$ cat config.mk
export PLATFORM = sky130hd
export DESIGN_NAME = hazard_ctrl_flat
export DESIGN_NICKNAME = d
export VERILOG_FILES = /design/src/rtl/wisc_pkg.sv /design/src/rtl/hazard_ctrl_if.sv /design/src/rtl/hazard_sb_entry.sv /design/src/rtl/hazard_ctrl.sv /design/src/flat_wrapper.sv
export SDC_FILE = /design/constraint.sdc
export NUM_CORES = 1
export LEC_CHECK = 0
export CAP_MARGIN = 20
export CORE_MARGIN = 2
export CORE_UTILIZATION = 47
export CTS_BUF_LIST = sky130_fd_sc_hd__clkbuf_8
export CTS_CLUSTER_DIAMETER = 200
export CTS_CLUSTER_SIZE = 12
export DETAILED_ROUTE_END_ITERATION = 7
export GPL_ROUTABILITY_DRIVEN = 0
export HOLD_SLACK_MARGIN = 0.1
export PLACE_DENSITY = 0.88
export SYNTH_ARGS = -nofsm -noshare
export SYNTH_HDL_FRONTEND = slang
export SYNTH_SLANG_ARGS = --single-unit
$ cat constraint.sdc
create_clock -name clk -period 2.5 [get_ports clk]
set_input_delay 0.5 -clock clk [delete_from_list [all_inputs] [get_ports clk]]
set_output_delay 0.5 -clock clk [all_outputs]
set_load 0.1 [all_outputs]
$ cat src/rtl/wisc_pkg.sv
// Shared types for the WISC pipeline hazard logic: FSM encodings and the
// scoreboard entry layout used by every pipeline stage tracker.
package wisc_pkg;

  localparam int REG_W = 3;

  typedef enum logic [1:0] {
    ST_RUN    = 2'b00,
    ST_FROZEN = 2'b01,
    ST_HALTED = 2'b10
  } hz_state_t;

  typedef struct packed {
    logic             v;
    logic [REG_W-1:0] wreg;
    logic             load;
  } sb_entry_t;

endpackage

$ cat src/rtl/hazard_ctrl_if.sv
// Decode-side request and pipeline-control bundle between the pipeline
// (master) and the hazard controller (slave).
interface hazard_ctrl_if #(
  parameter int CNT_W = 16
) ();
  import wisc_pkg::*;

  logic             id_valid;
  logic [REG_W-1:0] id_rs;
  logic [REG_W-1:0] id_rt;
  logic             id_rs_used;
  logic             id_rt_used;
  logic [REG_W-1:0] id_write_sel;
  logic             id_reg_write;
  logic             id_mem_read;
  logic             id_halt;
  logic             branch_taken;
  logic             mem_busy;

  logic             stall_decode;
  logic             hold_pc;
  logic             hold_if_id;
  logic             flush_if_id;
  logic             flush_id_ex;
  logic             freeze;
  logic             halted;
  logic [CNT_W-1:0] stall_cnt;

  modport master (
    output id_valid, id_rs, id_rt, id_rs_used, id_rt_used, id_write_sel,
           id_reg_write, id_mem_read, id_halt, branch_taken, mem_busy,
    input  stall_decode, hold_pc, hold_if_id, flush_if_id, flush_id_ex,
           freeze, halted, stall_cnt
  );

  modport slave (
    input  id_valid, id_rs, id_rt, id_rs_used, id_rt_used, id_write_sel,
           id_reg_write, id_mem_read, id_halt, branch_taken, mem_busy,
    output stall_decode, hold_pc, hold_if_id, flush_if_id, flush_id_ex,
           freeze, halted, stall_cnt
  );

endinterface

$ cat src/rtl/hazard_sb_entry.sv
// One scoreboard stage: holds an in-flight writer plus its halt bit and
// reports whether the decode instruction reads the register it will write.
module hazard_sb_entry
  import wisc_pkg::*;
(
  input  logic             clk,
  input  logic             rst,
  input  logic             en,
  input  sb_entry_t        d,
  input  logic             halt_d,
  input  logic [REG_W-1:0] rs,
  input  logic [REG_W-1:0] rt,
  input  logic             rs_used,
  input  logic             rt_used,
  output sb_entry_t        q,
  output logic             halt_q,
  output logic             match
);

  always_ff @(posedge clk or negedge rst) begin
    if (!rst) begin
      q      <= '0;
      halt_q <= 1'b0;
    end else if (en) begin
      q      <= d;
      halt_q <= halt_d;
    end
  end

  assign match = q.v & ((rs_used & (rs == q.wreg)) | (rt_used & (rt == q.wreg)));

endmodule

$ cat src/rtl/hazard_ctrl.sv
// Hazard and stall controller for the 5-stage WISC pipeline: tracks EX/MEM/WB
// writers, raises decode stalls, branch flushes, memory freezes and HALT.
//
//   state     | meaning
//   ----------+-----------------------------------------------
//   ST_RUN    | pipeline advancing normally
//   ST_FROZEN | data memory busy, every pipeline register holds
//   ST_HALTED | HALT reached WB, pipe frozen until reset
module hazard_ctrl
  import wisc_pkg::*;
#(
  parameter int FORWARD   = 1,
  parameter int WB_BYPASS = 1,
  parameter int CNT_W     = 16
) (
  input logic          clk,
  input logic          rst,
  hazard_ctrl_if.slave bus
);

  hz_state_t        state, state_nxt;
  sb_entry_t        sb_d [3];
  sb_entry_t        sb_q [3];
  logic             halt_d [3];
  logic             halt_q [3];
  logic [2:0]       match;
  logic             raw, freeze_i, advance, flush_i, stall_i;
  logic [CNT_W-1:0] cnt;

  // Stage 0 is EX, 1 is MEM, 2 is WB; all shift together on non-frozen edges.
  always_comb begin
    sb_d[0]   = '{v:    bus.id_valid & bus.id_reg_write & ~stall_i & ~flush_i,
                  wreg: bus.id_write_sel,
                  load: bus.id_mem_read};
    sb_d[1]   = sb_q[0];
    sb_d[2]   = sb_q[1];
    halt_d[0] = bus.id_valid & bus.id_halt & ~stall_i & ~flush_i;
    halt_d[1] = halt_q[0];
    halt_d[2] = halt_q[1];
  end

  for (genvar g = 0; g < 3; g++) begin : g_sb
    hazard_sb_entry u_sb (
      .clk     (clk),
      .rst     (rst),
      .en      (advance),
      .d       (sb_d[g]),
      .halt_d  (halt_d[g]),
      .rs      (bus.id_rs),
      .rt      (bus.id_rt),
      .rs_used (bus.id_rs_used),
      .rt_used (bus.id_rt_used),
      .q       (sb_q[g]),
      .halt_q  (halt_q[g]),
      .match   (match[g])
    );
  end

  // With forwarding only a load in EX cannot be bypassed in time.
  always_comb begin
    if (FORWARD != 0) raw = match[0] & sb_q[0].load;
    else              raw = match[0] | match[1] | ((WB_BYPASS == 0) & match[2]);
    raw = raw & bus.id_valid;
  end

  always_ff @(posedge clk or negedge rst) begin
    if (!rst) state <= ST_RUN;
    else      state <= state_nxt;
  end

  // halt_q[1] is the halt bit about to land in WB; it only moves when not frozen.
  always_comb begin
    state_nxt = state;
    case (state)
      ST_RUN:    if (bus.mem_busy) state_nxt = ST_FROZEN;
                 else if (halt_q[1]) state_nxt = ST_HALTED;
      ST_FROZEN: if (!bus.mem_busy) state_nxt = halt_q[1] ? ST_HALTED : ST_RUN;
      ST_HALTED: state_nxt = ST_HALTED;
      default:   state_nxt = ST_RUN;
    endcase
  end

  always_comb begin
    freeze_i         = bus.mem_busy | (state == ST_HALTED);
    advance          = ~freeze_i;
    flush_i          = advance & bus.branch_taken;
    stall_i          = advance & ~bus.branch_taken & raw;
    bus.freeze       = rst & freeze_i;
    bus.halted       = rst & (state == ST_HALTED);
    bus.flush_if_id  = rst & flush_i;
    bus.flush_id_ex  = rst & flush_i;
    bus.stall_decode = rst & stall_i;
    bus.hold_pc      = rst & stall_i;
    bus.hold_if_id   = rst & stall_i;
  end

  always_ff @(posedge clk or negedge rst) begin
    if (!rst) cnt <= '0;
    else if (advance && stall_i && (cnt != '1)) cnt <= cnt + CNT_W'(1);
  end

  assign bus.stall_cnt = cnt;

endmodule
$ cat src/flat_wrapper.sv
// flat-port wrapper written by rule: the top's interface ports become plain ports
module hazard_ctrl_flat import wisc_pkg::*;
#(
  parameter int FORWARD   = 1,
  parameter int WB_BYPASS = 1,
  parameter int CNT_W     = 16
)
  (clk, rst, bus_id_valid, bus_id_rs, bus_id_rt, bus_id_rs_used, bus_id_rt_used, bus_id_write_sel, bus_id_reg_write, bus_id_mem_read, bus_id_halt, bus_branch_taken, bus_mem_busy, bus_stall_decode, bus_hold_pc, bus_hold_if_id, bus_flush_if_id, bus_flush_id_ex, bus_freeze, bus_halted, bus_stall_cnt);
  hazard_ctrl_if #(.CNT_W(CNT_W)) bus_i ();
  input logic clk;
  input logic rst;
  input wire logic [$bits(bus_i.id_valid)-1:0] bus_id_valid;
  input wire logic [$bits(bus_i.id_rs)-1:0] bus_id_rs;
  input wire logic [$bits(bus_i.id_rt)-1:0] bus_id_rt;
  input wire logic [$bits(bus_i.id_rs_used)-1:0] bus_id_rs_used;
  input wire logic [$bits(bus_i.id_rt_used)-1:0] bus_id_rt_used;
  input wire logic [$bits(bus_i.id_write_sel)-1:0] bus_id_write_sel;
  input wire logic [$bits(bus_i.id_reg_write)-1:0] bus_id_reg_write;
  input wire logic [$bits(bus_i.id_mem_read)-1:0] bus_id_mem_read;
  input wire logic [$bits(bus_i.id_halt)-1:0] bus_id_halt;
  input wire logic [$bits(bus_i.branch_taken)-1:0] bus_branch_taken;
  input wire logic [$bits(bus_i.mem_busy)-1:0] bus_mem_busy;
  output wire logic [$bits(bus_i.stall_decode)-1:0] bus_stall_decode;
  output wire logic [$bits(bus_i.hold_pc)-1:0] bus_hold_pc;
  output wire logic [$bits(bus_i.hold_if_id)-1:0] bus_hold_if_id;
  output wire logic [$bits(bus_i.flush_if_id)-1:0] bus_flush_if_id;
  output wire logic [$bits(bus_i.flush_id_ex)-1:0] bus_flush_id_ex;
  output wire logic [$bits(bus_i.freeze)-1:0] bus_freeze;
  output wire logic [$bits(bus_i.halted)-1:0] bus_halted;
  output wire logic [$bits(bus_i.stall_cnt)-1:0] bus_stall_cnt;
  assign bus_i.id_valid = bus_id_valid;
  assign bus_i.id_rs = bus_id_rs;
  assign bus_i.id_rt = bus_id_rt;
  assign bus_i.id_rs_used = bus_id_rs_used;
  assign bus_i.id_rt_used = bus_id_rt_used;
  assign bus_i.id_write_sel = bus_id_write_sel;
  assign bus_i.id_reg_write = bus_id_reg_write;
  assign bus_i.id_mem_read = bus_id_mem_read;
  assign bus_i.id_halt = bus_id_halt;
  assign bus_i.branch_taken = bus_branch_taken;
  assign bus_i.mem_busy = bus_mem_busy;
  assign bus_stall_decode = bus_i.stall_decode;
  assign bus_hold_pc = bus_i.hold_pc;
  assign bus_hold_if_id = bus_i.hold_if_id;
  assign bus_flush_if_id = bus_i.flush_if_id;
  assign bus_flush_id_ex = bus_i.flush_id_ex;
  assign bus_freeze = bus_i.freeze;
  assign bus_halted = bus_i.halted;
  assign bus_stall_cnt = bus_i.stall_cnt;
  hazard_ctrl #(.FORWARD(FORWARD), .WB_BYPASS(WB_BYPASS), .CNT_W(CNT_W)) u_core (.clk(clk), .rst(rst), .bus(bus_i));
endmodule
==> results.yml <==
status:
  status: "finished clean"
floorplanning:
  die_y_um: 55.4
  core_area_sq_um: 2500
  floorplan.initialDensity_pct: 49.7
  pin_count: 42
  fp-row-count: 18
  design.die.area_sq_um: 3070
  die_width_um: 55.4
pwr:
  power_density_nw_per_um2: 458
  power.ir.vdd_worst_mv: 0.369
  fin_total_pwr_mw: 0.853
  leakage_power_of_the_design_nw: 0.849
cells_and_area:
  num_antenna_cells: 0
  fillCellCount: 181
  mostFrequentLayoutCell: "sky130_fd_sc_hd__buf_4"
  fraction_of_final_layout_cells_sized_beyond_drive_strength_1_pct: 32.5
  synthToLayoutAreaGrowth_pct: 49.9
  layout.core_utilization_pct: 74.5
  finalNetCount: 184
  layout_common_cells: "28 x sky130_fd_sc_hd__buf_4, 25 x sky130_fd_sc_hd__dfrtp_1, 17 x sky130_fd_sc_hd__xnor2_1"
placed_design:
  final_hpwl_dp_um: 2330
  buffer_ports.inserted: 41
worst_setup_path:
  worst_setup_path_start_kind: "input port"
  end_kind: "output port"
  r2r-start: "u_core.g_sb[0].u_sb.q[3]$_DFFE_PN0N_"
  r2r_slack_ns: 0.37
  cpPeakStageDelay_ns: 0.46
  critical_path_arrival_ns: 1.92
  timing.critical_path.fanout_max: 3
  critPathKind: "in -> out"
  worst_r2r_endpoint: "u_core.bus.stall_cnt[1]$_DFFE_PN0P_"
  r2r.worst_path.cells: 7
  slowest_stage: "sky130_fd_sc_hd__clkdlybuf4s50_1"
  cp_cell_sequence: "clkdlybuf4s50_1 > nand4_1 > a2111oi_4 > buf_4 > buf_12"
  critPathRequiredTime_ns: 2.00
timing:
  setup_viol: 0
  finalSetupTns_ns: 0
  finalClockSkew_ns: 0.00191
  worstMarginPinSlew_ns: 0.472
  clock_period_minus_worst_slack_ns: 2.42
  final_hold_fails: 0
  final_max_slew_violation_count: 0
  grt_setup_unrepaired: "no"
  fmax_mhz: 413
  period_share_pct: 97.0
  maxSlewHeadroom_pct: 68.3
drt:
  drcViolationCount: 0
  routed-via-count: 1042
  first_iter_violations: 10
  residual_antenna_violating_net_count_after_detailed_routing: 0
  drt_pre_antenna_iters: 4
  post_drt_wl_per_cell_um: 15.6
  totalWireLength_um: 3010
  detail_route.vias_per_cell: 5.40
clock_tree:
  cts.path.max_buffers: 2
  cts_root_buffer: "sky130_fd_sc_hd__clkbuf_8"
  worstSkewPairLatency_ns: 0.26
  clock_pin_slew_on_the_worst_setup_and_hold_paths_ns: 0.08
  htree_num_levels: 1
  cts_made_buffers: 3
  holdBufCountCts: 0
  cts_num_sinks: 25
  tritoncts: "yes"
logic_synthesis:
  synth.yosys.warnings: 0
  distinct_cells_synth: 24
  synth_edf_count: 0
  synth-seq-cells: 25
  ys_seq_area_share_pct: 50.4
  netlist_area_sq_um: 1240
  synth_cells: 111
  post_synth.cell_area_avg_sq_um: 11.2
  syn-num-nets: 131
  synth-async-reset-ratio_pct: 100
  synth_flop_cell: "sky130_fd_sc_hd__dfrtp_1"
grt:
  wire_length_of_the_first_global_routing_pass_um: 5370
  number_of_global_route_vias_before_repair: 1122
  grt.overflow.total: 0
  grt_start_max_net_pins: 16
  globalRouteTotalUtil_pct: 22.0
  antenna_found_initial: 0
run:
  max_cap_violations: 0
worst_hold_path:
  hold_depth: 1
  holdCritStartpoint: "u_core.state[1]$_DFFE_PN0P_"
  worstHoldEndpoint: "u_core.state[0]$_DFFE_PN0P_"
  worst_hold_path_type: "reg -> reg"
[what timing repair did]
| action | 4_1_cts | 5_1_grt |
|---|---|---|
| pin swaps | 4 | 1 |
| endpoints found under the setup margin | 3 | 3 |
| resized for setup | 8 | 0 |
| setup buffers | 2 | 0 |
[metrics by stage]
stage	setup WS, ns	cell area (sq um)	hold WS (ns)	instances
after global routing	0.0240	1860	0.490	193
final	0.0758	1860	0.455	193
after CTS	0.00867	1860	0.457	193
after global placement	-0.0355	1800	0.432	187
after detailed placement	-0.127	1800	0.445	187
after floorplan	-0.630	1290	0.204	111
[how the worst max path moves through the flow]
stage,from,to,slack (ns),depth (start not counted)
2_1_floorplan,bus_id_rt[1],bus_hold_pc,-0.63,4
3_3_place_gp,bus_id_rt[1],bus_hold_if_id,-0.04,6
3_5_place_dp,bus_id_rt[2],bus_stall_decode,-0.13,6
4_1_cts,bus_id_valid,bus_stall_decode,0.009,6
5_1_grt,bus_id_rs_used,bus_stall_decode,0.02,5
6_report,bus_id_rs_used,bus_stall_decode,0.08,5
[synth_stat cells (2+ instances only)]
cell | count | area (sq um)
sky130_fd_sc_hd__dfrtp_1 | 25 | 626
sky130_fd_sc_hd__nor2_1 | 6 | 22.5
sky130_fd_sc_hd__xnor2_1 | 20 | 175
sky130_fd_sc_hd__nand4_1 | 11 | 68.8
sky130_fd_sc_hd__inv_1 | 2 | 7.51
sky130_fd_sc_hd__a22o_1 | 2 | 17.5
sky130_fd_sc_hd__and2_1 | 3 | 18.8
sky130_fd_sc_hd__mux2_2 | 6 | 67.6
sky130_fd_sc_hd__and4_1 | 2 | 17.5
sky130_fd_sc_hd__nand2_1 | 9 | 33.8
sky130_fd_sc_hd__and3_1 | 6 | 37.5
sky130_fd_sc_hd__nand3_1 | 4 | 20.0
sky130_fd_sc_hd__nand2b_1 | 2 | 12.5
sky130_fd_sc_hd__buf_4 | 3 | 22.5
[power breakdown]
part,leakage (nW),total (mW),switching (mW),internal [mW]
Sequential,0.336,0.443,0.0189,0.424
Combinational,0.486,0.181,0.0922,0.0891
Clock,0.0269,0.229,0.119,0.110
Total,0.849,0.853,0.230,0.623
[sequential cells by signal, indices dropped and copies added, names as in the netlist]
register and flops:
u_core.bus.stall_cnt 16, u_core.g_sb.u_sb.q 5, u_core.g_sb.u_sb.halt_q 2, u_core.state 2
[area by class of cell]
cell class                 instances  area (sq um)  area share, %
tap                               30          37.5           2.01
inverter                           2          7.51          0.403
sequential                        25           626           33.6
clock inverter                     1          3.75          0.201
multi-input combinational         79           624           33.5
clock buffer                       3          41.3           2.22
timing repair buffer              53           523           28.1
[kinds of logic (layout without fill, tap and decap cells)]
family	after synthesis	in the layout	share of synthesized area, %
adder cells (fa/ha/maj)	1	1	1.01
AO/OA/AOI/OAI	6	6	5.14
buffers and inverters	7	59	3.63
flip-flops	25	25	50.4
multiplexers	6	6	5.44
AND/OR/NAND/NOR	45	45	19.6
XOR/XNOR	21	21	14.8
[worst max-delay path, delay by kind of cell]
kind            cells  cell delay [ns]
simple gates        1             0.17
compound gates      1             0.40
buf+inv             3             0.86
[routing by layer]
metal	vias up	routed length, um	GRT usage, %
met5	-	0	0
met4	0	47	8.36
met3	4	154	3.28
met2	41	1590	39.1
met1	507	1220	26.8
li1	490	-	-
No activity file was read; power rests on OpenSTA's default activity.
==> variant: new RTL, config.mk and constraints unchanged <==
Reset style: synchronous (`rst`), changed in 3 clocked blocks.
--- a/src/rtl/hazard_sb_entry.sv
+++ b/src/rtl/hazard_sb_entry.sv
@@ -17,7 +17,7 @@
   output logic             match
 );
 
-  always_ff @(posedge clk or negedge rst) begin
+  always_ff @(posedge clk) begin
     if (!rst) begin
       q      <= '0;
       halt_q <= 1'b0;
--- a/src/rtl/hazard_ctrl.sv
+++ b/src/rtl/hazard_ctrl.sv
@@ -63,7 +63,7 @@
     raw = raw & bus.id_valid;
   end
 
-  always_ff @(posedge clk or negedge rst) begin
+  always_ff @(posedge clk) begin
     if (!rst) state <= ST_RUN;
     else      state <= state_nxt;
   end
@@ -94,7 +94,7 @@
     bus.hold_if_id   = rst & stall_i;
   end
 
-  always_ff @(posedge clk or negedge rst) begin
+  always_ff @(posedge clk) begin
     if (!rst) cnt <= '0;
     else if (advance && stall_i && (cnt != '1)) cnt <= cnt + CNT_W'(1);
   end
Check against the original RTL: differs if rst is asserted again (counterexample within 4 cycles, from zero or initial values and one cycle with rst low); with rst held inactive, the same outputs for 10 cycles.
==> variant against the unedited design <==
Hold slack improved by 9.5 ps. Worst setup slack improved by 38 ps. Non-clock buffer count decreased by 5. First-iteration DRC count increased to 3.8 times the old value. Wire length increased by 8.9%. Synthesized area increased by 7.7%. Power decreased by 12%. Cell area decreased by 0.13%. Critical path depth unchanged. Core utilization decreased by 6.5 points. Sequential cell count unchanged. Fmax increased by 1.6%. Critical path type unchanged. Critical endpoint unchanged.
==> variant: results <==
[drt]
wl_met2_microns = 1650
wl_met3_microns = 199
wl_met1_microns = 1410
wl_per_cell_microns = 14.2
drt_iter0_drc = 38
vias_per_cell = 5.78
drt_pass1_iterations = 4
highest_layer = "met4"

[critical_path]
path_delay_family = "simple AND/OR/NAND/NOR gates"
cpPeakStageDelay_ps = 460
worstPathArrival_ps = 1890

[outcome]
status = "completed"

[finish]
nets = 221
post_route_cells_drive_above_1_share_pct = 22.0

[clock_network]
htreeDepth = 1
cts_setup_buffers = 0
cts_resized = 0

[synth]
async_reset_ff_share_pct = 0
synth_cell_types = 33
synth_area_leaders = "dfxtp_1 (37%), nand2_1 (6.5%), a21oi_1 (6.0%), mux2i_1 (4.5%), o31ai_1 (3.9%)"
yosysSeqAreaShare_pct = 37.4
synth_commonest_cells = "dfxtp_1 (25), nand2_1 (23), a21oi_1 (16)"
synth_nets = 177

[place]
post-place-ws_ps = 78.5
detailed_place_hpwl_microns = 2450

[timing]
skew_ps = 6.00
slew_headroom_pct = 57.1

[power_and_ir_drop]
ir_drop_mv = 0.275
swShare_pct = 24.3
p_leak_nw = 0.660

[grt]
grt_max_degree = 27
first_global_vias = 1204
grt_pass1_wl_microns = 5420
grt_usage_pct = 20.7

[hold_path]
min_path_type = "reg2reg"
==> variant: cell types whose count changed after synthesis, moves of 14 or more <==
cell	delta
dfrtp_1	-25
dfxtp_1	+25
a21oi_1	+15
nand2_1	+14
xnor2_1	-14
==> variant: layout make-up <==
cell class,count,area (sq um)
fillers,216,873
multi-input cells,119,767
flip-flops and latches,25,500
repair buffers,48,493
clock buffers,3,41.3
well taps,31,38.8
inverters,4,15.0
clock inverters,1,5.00
==> variant: worst paths after layout <==
| kind | startpoint | slack, ps | depth (start not counted) | to |
|---|---|---|---|---|
| setup / recovery | bus_mem_busy | 110 | 5 | bus_stall_decode |
| hold / removal | u_core.state[1] | 460 | 1 | u_core.state[0] |
| setup reg to reg | u_core.bus.stall_cnt[0] | 500 | 6 | u_core.bus.stall_cnt[6] |
| hold reg to reg | u_core.state[1] | 460 | 1 | u_core.state[0] |
==> variant: kinds of logic after synthesis <==
logic type | share of synthesized area (%)
AND/OR/NAND/NOR | 32.8
XOR/XNOR | 3.93
flip-flops | 37.4
buffers and inverters | 5.89
AO/OA/AOI/OAI | 14.5
multiplexers | 4.49
adder cells (fa/ha/maj) | 0.935
==> variant: worst register-to-register path: cells and delay by family (launching register included) <==
kind / cells / cell delay [ps]
flip-flops: 1 / 410
AO/OA/AOI/OAI: 1 / 550
AND/OR/NAND/NOR: 3 / 570
adder cells (fa/ha/maj): 1 / 220
multiplexers: 1 / 150
==> variant: metal layers <==
metal | GRT usage, % | up-vias
met4 | 5.65 | 0
met1 | 26.3 | 625
met2 | 35.6 | 50
met5 | 0 | -
met3 | 4.08 | 4
li1 | - | 656
==> variant: through the flow <==
step	power [mW]	instances	hold WS [ps]	area [sq um]
final	0.751	231	465	1860
after global routing	0.783	231	494	1860
after CTS	0.749	231	472	1860
after detailed placement	0.521	227	457	1810
after global placement	0.518	227	425	1810
after floorplan	0.467	157	412	1380
==> variant: power groups by stage <==
| stage | sequential (mW) | clock [mW] | combinational [mW] |
|---|---|---|---|
| detailed placement | 0.417 | 0 | 0.104 |
| global route | 0.409 | 0.262 | 0.112 |
| finish | 0.408 | 0.240 | 0.104 |
| floorplan | 0.416 | 0 | 0.0504 |
| CTS | 0.408 | 0.236 | 0.104 |
| global placement | 0.417 | 0 | 0.101 |
